===== src/rtl/updown_cmd_generator.sv =====
// updown_cmd_generator: turns two raw, bouncing pushbuttons into single-cycle
// up/down command codes for the counter control unit.
// Each button passes through a two-flop synchronizer and a stability-counter
// debouncer. A press-detect FSM with conflict lockout then produces one
// registered pulse per accepted press: 01 = up, 10 = down, 00 = idle.
// Optional feature: define UPDOWN_AUTO_REPEAT_EN to re-issue the held
// button's command, first after REPEAT_DELAY cycles and then every
// REPEAT_RATE cycles.
module updown_cmd_generator #(
  parameter int unsigned DB_W            = 16,
  parameter int unsigned DEBOUNCE_CYCLES = 1000,
  parameter int unsigned REPEAT_DELAY    = 20000,
  parameter int unsigned REPEAT_RATE     = 5000
) (
  input  logic       clk,
  input  logic       reset,
  input  logic       btn_up,
  input  logic       btn_down,
  output logic [1:0] up_down,
  output logic [1:0] btn_state
);

  typedef enum logic [1:0] {
    IDLE,
    UP_HELD,
    DOWN_HELD,
    BOTH_LOCK
  } state_e;

  localparam logic [1:0] CMD_NONE = 2'b00;
  localparam logic [1:0] CMD_UP   = 2'b01;
  localparam logic [1:0] CMD_DOWN = 2'b10;

  // The counter holds DEBOUNCE_CYCLES-1 on the last mismatching cycle before
  // the level is accepted, so the toggle happens on that cycle's edge.
  localparam logic [DB_W-1:0] DB_LAST = DB_W'(DEBOUNCE_CYCLES - 1);

  // Bit 0 is the up button, bit 1 the down button throughout.
  logic [1:0]           raw;
  logic [1:0]           sync1_q, sync2_q;
  logic [1:0]           level_q, level_d;
  logic [1:0]           level_prev_q;
  logic [1:0][DB_W-1:0] db_cnt_q, db_cnt_d;
  logic [1:0]           rise;

  state_e               state_q, state_d;
  logic [1:0]           up_down_q, up_down_d;

  assign raw = {btn_down, btn_up};

  // Two-flop synchronizer; only sync2 is used downstream.
  always_ff @(posedge clk or negedge reset) begin
    if (!reset) begin
      sync1_q <= '0;
      sync2_q <= '0;
    end else begin
      // NOTE: non-blocking assignments make sync2 take the previous sync1,
      // which is what gives two real flop stages.
      sync1_q <= raw;
      sync2_q <= sync1_q;
    end
  end

  // Debounce: count consecutive disagreeing cycles, flip the level when the
  // count completes, and restart whenever the input agrees again.
  always_comb begin
    // NOTE: every output of this block gets a default first, so no path can
    // leave a variable unassigned and infer a latch.
    level_d  = level_q;
    db_cnt_d = db_cnt_q;
    for (int i = 0; i < 2; i++) begin
      if (sync2_q[i] == level_q[i]) begin
        db_cnt_d[i] = '0;
      end else if (db_cnt_q[i] >= DB_LAST) begin
        level_d[i]  = ~level_q[i];
        db_cnt_d[i] = '0;
      end else begin
        db_cnt_d[i] = db_cnt_q[i] + DB_W'(1);
      end
    end
  end

  // Debounced levels, their one-cycle-old copy for rise detection, counters.
  always_ff @(posedge clk or negedge reset) begin
    if (!reset) begin
      level_q      <= '0;
      level_prev_q <= '0;
      db_cnt_q     <= '0;
    end else begin
      level_q      <= level_d;
      level_prev_q <= level_q;
      db_cnt_q     <= db_cnt_d;
    end
  end

  assign rise = level_q & ~level_prev_q;

`ifdef UPDOWN_AUTO_REPEAT_EN
  localparam logic [DB_W-1:0] RPT_FIRST = DB_W'(REPEAT_DELAY - 1);
  localparam logic [DB_W-1:0] RPT_NEXT  = DB_W'(REPEAT_RATE - 1);

  logic [DB_W-1:0] rpt_cnt_q, rpt_cnt_d;
  logic            rpt_again_q, rpt_again_d;  // first repeat already issued
  logic            rpt_fire;

  assign rpt_fire = rpt_cnt_q >= (rpt_again_q ? RPT_NEXT : RPT_FIRST);
`else
  // Repeat timing has no effect without auto-repeat.
  logic unused_rpt_params;
  assign unused_rpt_params = ^{REPEAT_DELAY, REPEAT_RATE};
`endif

  // Press-detect FSM: next state and the command to register for next cycle.
  always_comb begin
    state_d   = state_q;
    up_down_d = CMD_NONE;
    case (state_q)
      IDLE: begin
        if (rise[0] && rise[1]) begin
          state_d = BOTH_LOCK;
        end else if (rise[0] && !level_q[1]) begin
          state_d   = UP_HELD;
          up_down_d = CMD_UP;
        end else if (rise[1] && !level_q[0]) begin
          state_d   = DOWN_HELD;
          up_down_d = CMD_DOWN;
        end
      end
      UP_HELD: begin
        if (level_q[1])       state_d = BOTH_LOCK;
        else if (!level_q[0]) state_d = IDLE;
`ifdef UPDOWN_AUTO_REPEAT_EN
        else if (rpt_fire)    up_down_d = CMD_UP;
`endif
      end
      DOWN_HELD: begin
        if (level_q[0])       state_d = BOTH_LOCK;
        else if (!level_q[1]) state_d = IDLE;
`ifdef UPDOWN_AUTO_REPEAT_EN
        else if (rpt_fire)    up_down_d = CMD_DOWN;
`endif
      end
      BOTH_LOCK: begin
        if (level_q == 2'b00) state_d = IDLE;
      end
      default: state_d = IDLE;
    endcase
  end

`ifdef UPDOWN_AUTO_REPEAT_EN
  // Repeat timer: runs only while a held state persists, restarts on each
  // repeat pulse, and clears on any state change.
  always_comb begin
    rpt_cnt_d   = rpt_cnt_q;
    rpt_again_d = rpt_again_q;
    if (!((state_q == UP_HELD) || (state_q == DOWN_HELD)) || (state_d != state_q)) begin
      rpt_cnt_d   = '0;
      rpt_again_d = 1'b0;
    end else if (rpt_fire) begin
      rpt_cnt_d   = '0;
      rpt_again_d = 1'b1;
    end else begin
      rpt_cnt_d = rpt_cnt_q + DB_W'(1);
    end
  end

  // Repeat timer registers.
  always_ff @(posedge clk or negedge reset) begin
    if (!reset) begin
      rpt_cnt_q   <= '0;
      rpt_again_q <= 1'b0;
    end else begin
      rpt_cnt_q   <= rpt_cnt_d;
      rpt_again_q <= rpt_again_d;
    end
  end
`endif

  // FSM state and the registered command output.
  always_ff @(posedge clk or negedge reset) begin
    if (!reset) begin
      state_q   <= IDLE;
      up_down_q <= CMD_NONE;
    end else begin
      state_q   <= state_d;
      up_down_q <= up_down_d;
    end
  end

  assign up_down   = up_down_q;
  assign btn_state = level_q;

endmodule

===== config.mk =====
export PLATFORM = sky130hd
export DESIGN_NAME = updown_cmd_generator
export DESIGN_NICKNAME = d
export VERILOG_FILES = /design/src/rtl/updown_cmd_generator.sv
export SDC_FILE = /design/constraint.sdc
export NUM_CORES = 1
export LEC_CHECK = 0
export CAP_MARGIN = 20
export CORE_MARGIN = 2
export CORE_UTILIZATION = 42
export CTS_BUF_LIST = sky130_fd_sc_hd__clkbuf_8
export DETAILED_ROUTE_END_ITERATION = 10
export HOLD_SLACK_MARGIN = 0.12
export PLACE_DENSITY = 0.67
export REMOVE_ABC_BUFFERS = 1
export SLEW_MARGIN = 10
export SYNTH_ARGS = -nofsm -noshare
export SYNTH_HDL_FRONTEND = slang
export SYNTH_SLANG_ARGS = --single-unit

===== constraint.sdc =====
create_clock -name clk -period 4.9 [get_ports clk]
set_clock_uncertainty 0.05 [all_clocks]
set_input_delay 0.98 -clock clk [delete_from_list [all_inputs] [get_ports clk]]
set_output_delay 0.98 -clock clk [all_outputs]
set_load 0.05 [all_outputs]

* Yosys cells after proc, flatten, opt, wreduce, memory -nomap -nowiden
Index checks and enable logic that the tools add are counted.
Widths: inputs -> output; s select.
** Word-level totals
- Flip-flop bits (word level) :: 44
- Bits of input ports :: 4
- Output and inout port bits :: 4
- Word-level logic and storage cells :: 55
** Cells by class
- Add/subtract/negate cells :: 2
- $lt $le $gt $ge :: 2
- Equal/unequal tests :: 9
- Muxes and demuxes :: 17
- Bitwise operators :: 6
- Reductions and logical operators :: 10
** Operators with widths (number)
- $mux 16 :: 4
- $add 16x1->16 const B :: 2
- $ge 16x10->1 const B :: 2
- $mux 2 :: 12
- $pmux 2 s4 :: 1
- $ne 3x3->1 const B :: 2
- $eq 2x2->1 const B :: 2
- $logic_not 2->1 :: 2
- $ne 4x4->1 const B :: 1
- $not 1->1 :: 4
- $reduce_and 2->1 :: 2
- $reduce_and 4->1 :: 1
- $logic_and 1x1->1 :: 3
- $and 2x2->2 :: 1
- $eq 1x1->1 :: 2
- $eq 2x1->1 const B :: 1
- $logic_not 1->1 :: 2
- $ne 2x2->1 const B :: 1
- $not 2->2 :: 1

* Depth between registers and ports, before layout
Gate-level depths: netlist of run 1.
- Word-level depth :: 7
- Gate-level depth with buffers :: 5
- Depth with buffers taken out :: 5

* Worst setup path after synthesis of run 1
Ideal clock, no wire load.
- Path kind :: register to output
- Start :: reg level_q[1], in the netlist btn_state[1]
- End :: out btn_state[1]
- Arrival time :: 0.707 ns
- Required time :: 3.870 ns
- Slack :: 3.163 ns
- Cell stages (with the launch flop) :: 1
- Path buffers :: 0
- Cell sequence :: dfrtp_1
** RTL lines
- start: declaration :: line 41 : logic [1:0] level_q, level_d;
- start signal: assignment :: line 90 : level_q <= level_d;
- end: declaration :: line 20 : output logic [1:0] btn_state
No word-level cell between the ends.

* Final worst setup path of run 1
- Start :: reg level_q[0], in the netlist btn_state[0]
- End :: out btn_state[0]
No word-level cell between the ends.

==> results of run 1 <==
## power by group
| part | total, W | switching (W) | internal [W] |
|---|---|---|---|
| clock | 0.000220 | 0.000109 | 0.000111 |
| combinational | 0.0000280 | 0.0000176 | 0.0000104 |
| sequential | 0.000382 | 0.00000773 | 0.000374 |
| total | 0.000630 | 0.000135 | 0.000495 |
## layer usage
layer / global-route usage / vias to the layer above / routed length [um]
met5: 0 / - / 0
met3: 0.06000 / 6 / 96
met2: 0.1973 / 8 / 1158
li1: - / 492 / -
met4: 0.06122 / 0 / 54
met1: 0.1549 / 482 / 1050
## registers in the layout (all words and copies together), names as in the netlist
| signal | cells |
|---|---|
| level_prev_q | 2 |
| sync1_q | 2 |
| db_cnt_q | 32 |
| state_q | 2 |
| up_down | 2 |
| btn_state | 2 |
| sync2_q | 2 |
## cells in the final DEF (no fill, tap or decap)
cell type         n
xnor2_1          10
nor3_4            2
nor2_1           26
nand3_2           2
dfrtp_1          44
or2_2             1
and3_1            3
and4_1            2
nand3_1           9
nand4_1           1
xor2_1            6
or4_4             2
nor4b_1           2
o22a_1            1
clkbuf_8          6
mux2_4            2
nand2_2           2
inv_1             5
a211o_2           2
nor3_1            2
a21oi_1           5
buf_2             1
ha_1              2
clkdlybuf4s50_1   6
conb_1           12
o21a_1            1
nand2_1           4
## kinds of logic (layout without fill, tap and decap cells)
group / count (synthesis) / count (layout) / synth area share
simple gates: 58 / 58 / 0.1886
mux: 2 / 2 / 0.01761
xor+xnor: 16 / 16 / 0.08217
buf+inv: 4 / 18 / 0.01321
fa+ha+maj: 2 / 2 / 0.01467
other cells: 1 / 12 / 0.002199
compound gates: 9 / 9 / 0.03595
flops: 44 / 44 / 0.6456
## through the flow
| step | area (sq um) | cells |
|---|---|---|
| after global routing | 1953 | 211 |
| after CTS | 1953 | 211 |
| final | 1953 | 211 |
| after detailed placement | 1863 | 203 |
| after global placement | 1863 | 203 |
| after floorplan | 1735 | 146 |
## worst register-to-register path, cell delays in order (launching register included)
cell	delay (ps)
dfrtp_1	410
ha_1	260
a211o_2	320
nand3_1	130
nand3_2	220
nor2_1	180
## worst max-delay path by stage
| stage | from | endpoint | slack (ps) |
|---|---|---|---|
| after floorplan | btn_state[0] | btn_state[0] | 3150 |
| after global placement | btn_state[0] | btn_state[0] | 2530 |
| after detailed placement | btn_state[0] | btn_state[0] | 2490 |
| after CTS | btn_state[0] | btn_state[0] | 2150 |
| after global routing | btn_state[0] | btn_state[0] | 2120 |
| final | btn_state[0] | btn_state[0] | 2170 |
## cell type report
class	count	area, sq um	area share
clock buffers	6	82.58	0.04228
clock inverters	2	7.507	0.003844
inverters	3	11.26	0.005766
multi-input cells	99	623.1	0.3190
flip-flops and latches	44	1101	0.5637
well taps	50	62.56	0.03203
repair buffers	7	65.06	0.03331
==> flow_metrics.py, run 1 <==
metrics = {
    "worst_setup_path": {
        "max_stage_delay_ps": 870,
        "r2r_end": "db_cnt_q[23]",
        "worstSetupStartpointType": "register",
        "cp_max_fo": 10,
        "reg2reg_depth": 5,
        "critPathBufInv": 1,
        "reg2reg_slack_ps": 3250,
        "crit_chain": "clkdlybuf4s50_1",
        "crit_type": "reg2out",
        "cp-end-kind": "output pin",
        "cp.required_ps": 3870,
        "critical-path-slowest-cell": "clkdlybuf4s50_1",
        "reg2reg_from": "db_cnt_q[16]",
        "crit_cells": 1,
        "crit_arrival_ps": 1700,
        "critical-path-top-delay-family": "buffers and inverters",
    },
    "timing": {
        "fmax_ghz": 0.3664,
        "fin_tns_setup_ps": 0,
        "hold_violations": 0,
        "tightest_slew_ps": 887.3,
        "finalSetupViolCount": 0,
        "fin_crit_sh": 0.5569,
        "slew_viol_final": 0,
        "maxSlewHeadroom": 0.4084,
        "min_period_ps": 2729,
        "fin_ws_ps": 2171,
        "rsz0062_at_grt": "no",
        "holdWs_ps": 302.3,
    },
    "place": {
        "dp_hpwl_mm": 1.634,
        "dp_slack_ps": 2489,
        "portBuffers": 7,
        "place_congestion": 0.7438,
    },
    "clock_tree": {
        "insertion_delay_ps": 290,
        "post-cts-setup-buffers": 0,
        "cts_hold_buf": 0,
        "clock_tree.root_cell": "clkbuf_8",
        "clockBufferDepth": 2,
        "tritoncts": "yes",
        "cts_htree_levels": 2,
        "clock_sinks": 44,
        "clkTransAtPathRegs_ps": 70,
        "cts_inserted_buffers": 5,
        "cts_resized": 0,
    },
    "routing": {
        "dr.pass1.iters": 4,
        "viasPerCell": 4.682,
        "antenna_left": 0,
        "route.detailed.wl_per_inst_um": 11.18,
        "drcViolationCount": 0,
        "detailroute.via_count": 988,
        "wl_mm": 2.360,
        "drt_iter0_drc": 38,
    },
    "synth": {
        "yosys_warnings": 0,
        "ys_seq_elements": 44,
        "ys_top_cells_by_area": "dfrtp_1 65%, nor2_1 5.7%, xnor2_1 5.1%, xor2_1 3.1%, nand3_1 2.6%",
        "syn_area_per_cell_sq_um": 12.54,
        "yosys.area.top_type_share": 0.6456,
        "synthTopCellsByCount": "44 x dfrtp_1, 26 x nor2_1, 10 x xnor2_1",
        "yosysMostFrequentCell": "dfrtp_1",
        "synth_area_sq_um": 1705,
        "yosysUniqueCellTypes": 25,
        "synthArstFlopShare": 1.000,
        "synth_edf_count": 0,
        "yosys.area.top_type": "dfrtp_1",
        "syn_inst": 136,
        "synth_seq_area_share": 0.6456,
        "synth_ff_type": "dfrtp_1",
    },
    "die": {
        "die-area_sq_um": 4586,
        "die_w_um": 67.72,
        "initial_core_util": 0.4326,
        "coreArea_sq_um": 3943,
        "core.rowCount": 23,
        "die_h_um": 67.72,
        "io_pins": 8,
    },
    "power": {
        "ir_drop_uv": 241.8,
        "power_density_nw_per_um2": 322.5,
        "power_w": 0.0006299,
        "p_leak_nw": 0.8460,
    },
    "grt": {
        "grt_max_degree": 45,
        "grt_pass1_vias": 953,
        "antenna_found_initial": 0,
        "overflow": 0,
        "grt_usage": 0.1294,
        "grt_pass1_wl_mm": 4.119,
    },
    "run": {
        "maxCapViolations": 0,
    },
    "hold_path": {
        "whs_endpoint": "sync2_q[0]",
        "hold_path_class": "reg2reg",
        "hold_path.startpoint": "sync1_q[0]",
        "hold_depth": 0,
    },
    "layout": {
        "fin_nets": 166,
        "fin_util": 0.4954,
        "num_antenna_cells": 0,
        "nFillCells": 349,
        "drive_above_1_share": 0.1242,
        "syn_to_final_growth_pct": 14.53,
    },
    "outcome": {
        "status": "finished clean",
    },
}
Power figures use the tool's default switching activity.
==> inputs of run 2 (changes only) <==
- PLACE_DENSITY: 0.67 -> 0.69
- clock period: 4.9 -> 2.3 ns (I/O delays scaled with it)
==> run 2 against run 1 <==
  * Worst setup slack worse by 2000 ps
  * Sequential share of layout area is 1.3 points lower
  * Flip-flop and latch count did not move
  * Global-route usage increased by 0.39 points
  * Combinational power up 130%
  * Cell count grew 1.4%
  * First-iteration DRC count shrank 21%
  * Critical endpoint unchanged
  * Largest cell class unchanged
  * Largest power group unchanged
==> flow_metrics.py, run 2 (same netlist as run 1, synthesis figures left out) <==
metrics = {
    "die": {
        "io_pins": 8,
        "die_w_um": 67.72,
        "initial_core_util": 0.4326,
        "core.rowCount": 23,
        "die-area_sq_um": 4586,
        "coreArea_sq_um": 3943,
        "die_h_um": 67.72,
    },
    "grt": {
        "overflow": 0,
        "grt_pass1_vias": 1052,
        "grt_max_degree": 23,
        "grt_pass1_wl_mm": 4.436,
        "grt_usage": 0.1333,
        "antenna_found_initial": 0,
    },
    "worst_setup_path": {
        "crit_type": "reg2out",
        "cp_max_fo": 10,
        "reg2reg_slack_ps": 640,
        "crit_arrival_ps": 1660,
        "critPathBufInv": 1,
        "critical-path-slowest-cell": "clkdlybuf4s50_1",
        "worstSetupStartpointType": "register",
        "max_stage_delay_ps": 860,
        "crit_chain": "clkdlybuf4s50_1",
        "critical-path-top-delay-family": "buffers and inverters",
        "cp.required_ps": 1790,
        "cp-end-kind": "output pin",
    },
    "power": {
        "power_density_nw_per_um2": 719.2,
        "ir_drop_uv": 532.7,
        "power_w": 0.001438,
        "p_leak_nw": 0.8601,
    },
    "place": {
        "portBuffers": 7,
        "dp_slack_ps": 428.5,
        "place_congestion": 0.7140,
        "dp_hpwl_mm": 1.825,
    },
    "timing": {
        "fin_ws_ps": 126.1,
        "finalSetupViolCount": 0,
        "hold_violations": 0,
        "fmax_ghz": 0.4600,
        "fin_tns_setup_ps": 0,
        "slew_viol_final": 0,
        "min_period_ps": 2174,
        "rsz0062_at_grt": "no",
        "fin_crit_sh": 0.9452,
    },
    "layout": {
        "nFillCells": 345,
        "drive_above_1_share": 0.1463,
        "syn_to_final_growth_pct": 17.24,
        "num_antenna_cells": 0,
        "top_register": "db_cnt_q",
        "final_common_cell": "dfrtp_1",
        "fin_util": 0.5071,
        "largest_reg_flops": 32,
        "final_cell_mix": "44 x dfrtp_1, 26 x nor2_1, 12 x conb_1",
        "regArea_sq_um": 1101,
        "multi_input_area_sq_um": 623.1,
        "fin_nets": 169,
    },
    "routing": {
        "antenna_left": 0,
        "detailroute.via_count": 1012,
        "drcViolationCount": 0,
        "dr.pass1.iters": 4,
        "wl_mm": 2.477,
        "drt_iter0_drc": 30,
        "route.detailed.wl_per_inst_um": 11.57,
        "viasPerCell": 4.729,
    },
    "clock_tree": {
        "clockBufferDepth": 2,
        "cts_htree_levels": 2,
        "clock_sinks": 44,
        "clock_tree.root_cell": "clkbuf_8",
        "insertion_delay_ps": 290,
        "post-cts-setup-buffers": 0,
        "cts_inserted_buffers": 5,
        "tritoncts": "yes",
        "clkTransAtPathRegs_ps": 70,
    },
    "outcome": {
        "status": "finished clean",
    },
    "run": {
        "maxCapViolations": 0,
    },
    "hold_path": {
        "hold_path_class": "reg2reg",
    },
}
[run 2: power breakdown]
group / leakage (nW) / switching [W] / internal [W]
sequential: 0.563 / 0.0000162 / 0.000797
clock: 0.0541 / 0.000240 / 0.000321
combinational: 0.243 / 0.0000383 / 0.0000254
total: 0.860 / 0.000294 / 0.00114
[run 2: what timing repair did]
item                                   4_1_cts  5_1_grt
endpoints found under the hold margin       20        0
resized for setup                            0        0
hold buffers                                 1        0
[run 2: final cells by class]
type                       count  area share
sequential                    44      0.5507
multi-input combinational     99      0.3116
timing repair buffer          10     0.04506
clock buffer                   5     0.03442
tap                           50     0.03129
clock inverter                 3     0.02128
inverter                       3    0.005632
[run 2: per-layer routing]
metal | vias up | routed length (um) | GRT usage
li1 | 503 | - | -
met1 | 495 | 1070 | 0.1549
met2 | 9 | 1316 | 0.2292
met3 | 5 | 63 | 0.04000
met4 | 0 | 27 | 0.05357
met5 | - | 0 | 0
[run 2: path summary, 6_finish.rpt]
kind                       cells past startpoint          from      endpoint
max                                            1  btn_state[0]  btn_state[0]
min                                            0    sync1_q[0]    sync2_q[0]
max reg2reg                                    5  db_cnt_q[16]  btn_state[1]
min reg2reg                                    0    sync1_q[0]    sync2_q[0]
max in group asynchronous                      3         reset  db_cnt_q[23]
min in group asynchronous                      2         reset  db_cnt_q[30]
[run 2: per-stage QoR]
stage | cell area, sq um | cells | hold WS (ps)
2_1_floorplan | 1735 | 146 | 114.4
3_3_place_gp | 1878 | 205 | 285.4
3_5_place_dp | 1878 | 205 | 296.5
4_1_cts | 1999 | 214 | 314.5
5_1_grt | 1999 | 214 | 321.3
6_report | 1999 | 214 | 308.2
==> inputs of run 3 (changes only) <==
- CORE_ASPECT_RATIO: not set -> 1.4
- SLEW_MARGIN: 10 -> 30
==> run 3 against run 2 <==
  * Worst setup slack worse by 18 ps
  * Flip-flop and latch count stayed put
  * Critical path depth stayed put
  * Cell count is 3.7% lower
  * Critical path type unchanged
==> flow_metrics.py, run 3 (same netlist as run 1, synthesis figures left out) <==
metrics = {
    "outcome": {
        "status": "finished clean",
    },
    "clock_tree": {
        "insertion_delay_ps": 290,
        "post-cts-setup-buffers": 0,
        "cts_resized": 0,
        "clkTransAtPathRegs_ps": 80,
        "tritoncts": "yes",
        "cts_inserted_buffers": 5,
        "clock_tree.root_cell": "clkbuf_8",
        "clock_sinks": 44,
        "cts_htree_levels": 2,
        "clockBufferDepth": 2,
    },
    "place": {
        "dp_hpwl_mm": 1.835,
        "portBuffers": 7,
        "place_congestion": 0.7613,
    },
    "grt": {
        "antenna_found_initial": 0,
        "grt_pass1_wl_mm": 4.388,
        "grt_pass1_vias": 1006,
        "overflow": 0,
        "grt_max_degree": 30,
        "grt_usage": 0.1309,
    },
    "power": {
        "power_w": 0.001666,
        "p_sw_frac": 0.1813,
        "switchingPower_w": 0.0003020,
        "clockPowerShare": 0.474,
        "ir_drop_uv": 602.1,
        "power_density_nw_per_um2": 820.5,
        "pwr-share-seq": 0.489,
        "pwr-share-comb": 0.038,
        "p_leak_nw": 0.8795,
        "p_int_w": 0.001364,
    },
    "timing": {
        "fin_tns_setup_ps": 0,
        "min_period_ps": 2192,
        "fmax_ghz": 0.4563,
        "slew_viol_final": 0,
        "tightest_slew_ps": 498.1,
        "hold_violations": 0,
        "fin_crit_sh": 0.9528,
        "holdWs_ps": 317.1,
        "maxSlewHeadroom": 0.6669,
        "finalSetupViolCount": 0,
        "rsz0062_at_grt": "no",
    },
    "worst_setup_path": {
        "critical-path-slowest-cell": "clkdlybuf4s50_1",
        "max_stage_delay_ps": 870,
        "cp.required_ps": 1790,
        "crit_type": "reg2out",
        "critPathBufInv": 1,
        "worstSetupStartpointType": "register",
        "cp-end-kind": "output pin",
        "crit_arrival_ps": 1680,
        "crit_chain": "clkdlybuf4s50_1",
        "cp_max_fo": 10,
        "reg2reg_slack_ps": 650,
        "critical-path-top-delay-family": "buffers and inverters",
    },
    "die": {
        "core.rowCount": 27,
        "initial_core_util": 0.4352,
        "io_pins": 8,
        "die_w_um": 57.86,
        "coreArea_sq_um": 3919,
        "die_h_um": 79.40,
        "die-area_sq_um": 4593,
    },
    "routing": {
        "detailroute.via_count": 1021,
        "drcViolationCount": 0,
        "viasPerCell": 4.956,
        "antenna_left": 0,
        "route.detailed.wl_per_inst_um": 12.68,
        "dr.pass1.iters": 6,
        "wl_mm": 2.613,
        "drt_iter0_drc": 27,
    },
    "layout": {
        "final_common_cell": "dfrtp_1",
        "fin_nets": 168,
        "largest_reg_flops": 32,
        "top_register": "db_cnt_q",
        "syn_to_final_growth_pct": 19.08,
        "drive_above_1_share": 0.1411,
        "final_cell_mix": "44 x dfrtp_1, 26 x nor2_1, 12 x conb_1",
        "nFillCells": 346,
        "num_antenna_cells": 0,
    },
    "hold_path": {
        "hold_path_class": "reg2reg",
    },
    "run": {
        "maxCapViolations": 0,
    },
}
run 3: cell count changes in the layout (fill, tap and decap cells not counted):
cell | before | now
bufinv_16 | 1 | 3
buf_4 | 2 | 1
clkinvlp_4 | 1 | 0
clkinv_2 | 1 | 0
run 3: timing repair:
action / 4_1_cts / 5_1_grt
endpoints found under the setup margin: 0 / 0
endpoints found under the hold margin: 15 / 0
hold buffers: 1 / 0
run 3: final timing paths:
| kind | cells after the start | end | from |
|---|---|---|---|
| min in group asynchronous | 2 | db_cnt_q[6] | reset |
| setup / recovery | 1 | btn_state[0] | btn_state[0] |
| hold reg to reg | 0 | sync2_q[0] | sync1_q[0] |
| hold / removal | 0 | sync2_q[0] | sync1_q[0] |
| setup reg to reg | 5 | btn_state[1] | db_cnt_q[16] |
| max in group asynchronous | 3 | up_down[0] | reset |
run 3: worst reg2reg max path, cell delays in order, from the launching register on:
cell,delay (ps)
dfrtp_1,420
ha_1,270
a211o_2,310
nand3_1,130
nand2_2,70
mux2_4,290
run 3: cell type report:
class	instances	area, sq um	area share
Timing Repair Buffer	9	82.58	0.04067
Sequential cell	44	1101	0.5422
Inverter	3	11.26	0.005545
Clock inverter	3	90.09	0.04436
Multi-Input combinational cell	99	623.1	0.3068
Clock buffer	5	68.82	0.03389
Tap cell	43	53.80	0.02649
run 3: power groups by stage:
stage / Clock (W) / Combinational, W / Sequential (W)
2_1_floorplan: 0 / 0.0000225 / 0.000836
3_3_place_gp: 0 / 0.0000593 / 0.000827
3_5_place_dp: 0 / 0.0000627 / 0.000830
4_1_cts: 0.000811 / 0.0000642 / 0.000815
5_1_grt: 0.000846 / 0.0000697 / 0.000817
6_report: 0.000790 / 0.0000626 / 0.000814
run 3: per-stage QoR:
stage                     area [sq um]  utilization  setup slack, ps  instances
after floorplan                   1735            -            730.1        146
after global placement            1862       0.4751            459.6        197
after detailed placement          1862       0.4751            431.9        197
after CTS                         2031       0.5182            102.0        206
after global routing              2031       0.5182            44.98        206
final                             2031       0.5182            108.5        206
run 3: per-layer routing:
metal	track usage	share of wire	up-vias
met5	0	0	-
met3	0.05024	0.036	4
met1	0.1408	0.41	511
met4	0.06279	0.019	0
met2	0.2216	0.54	14
li1	-	-	492
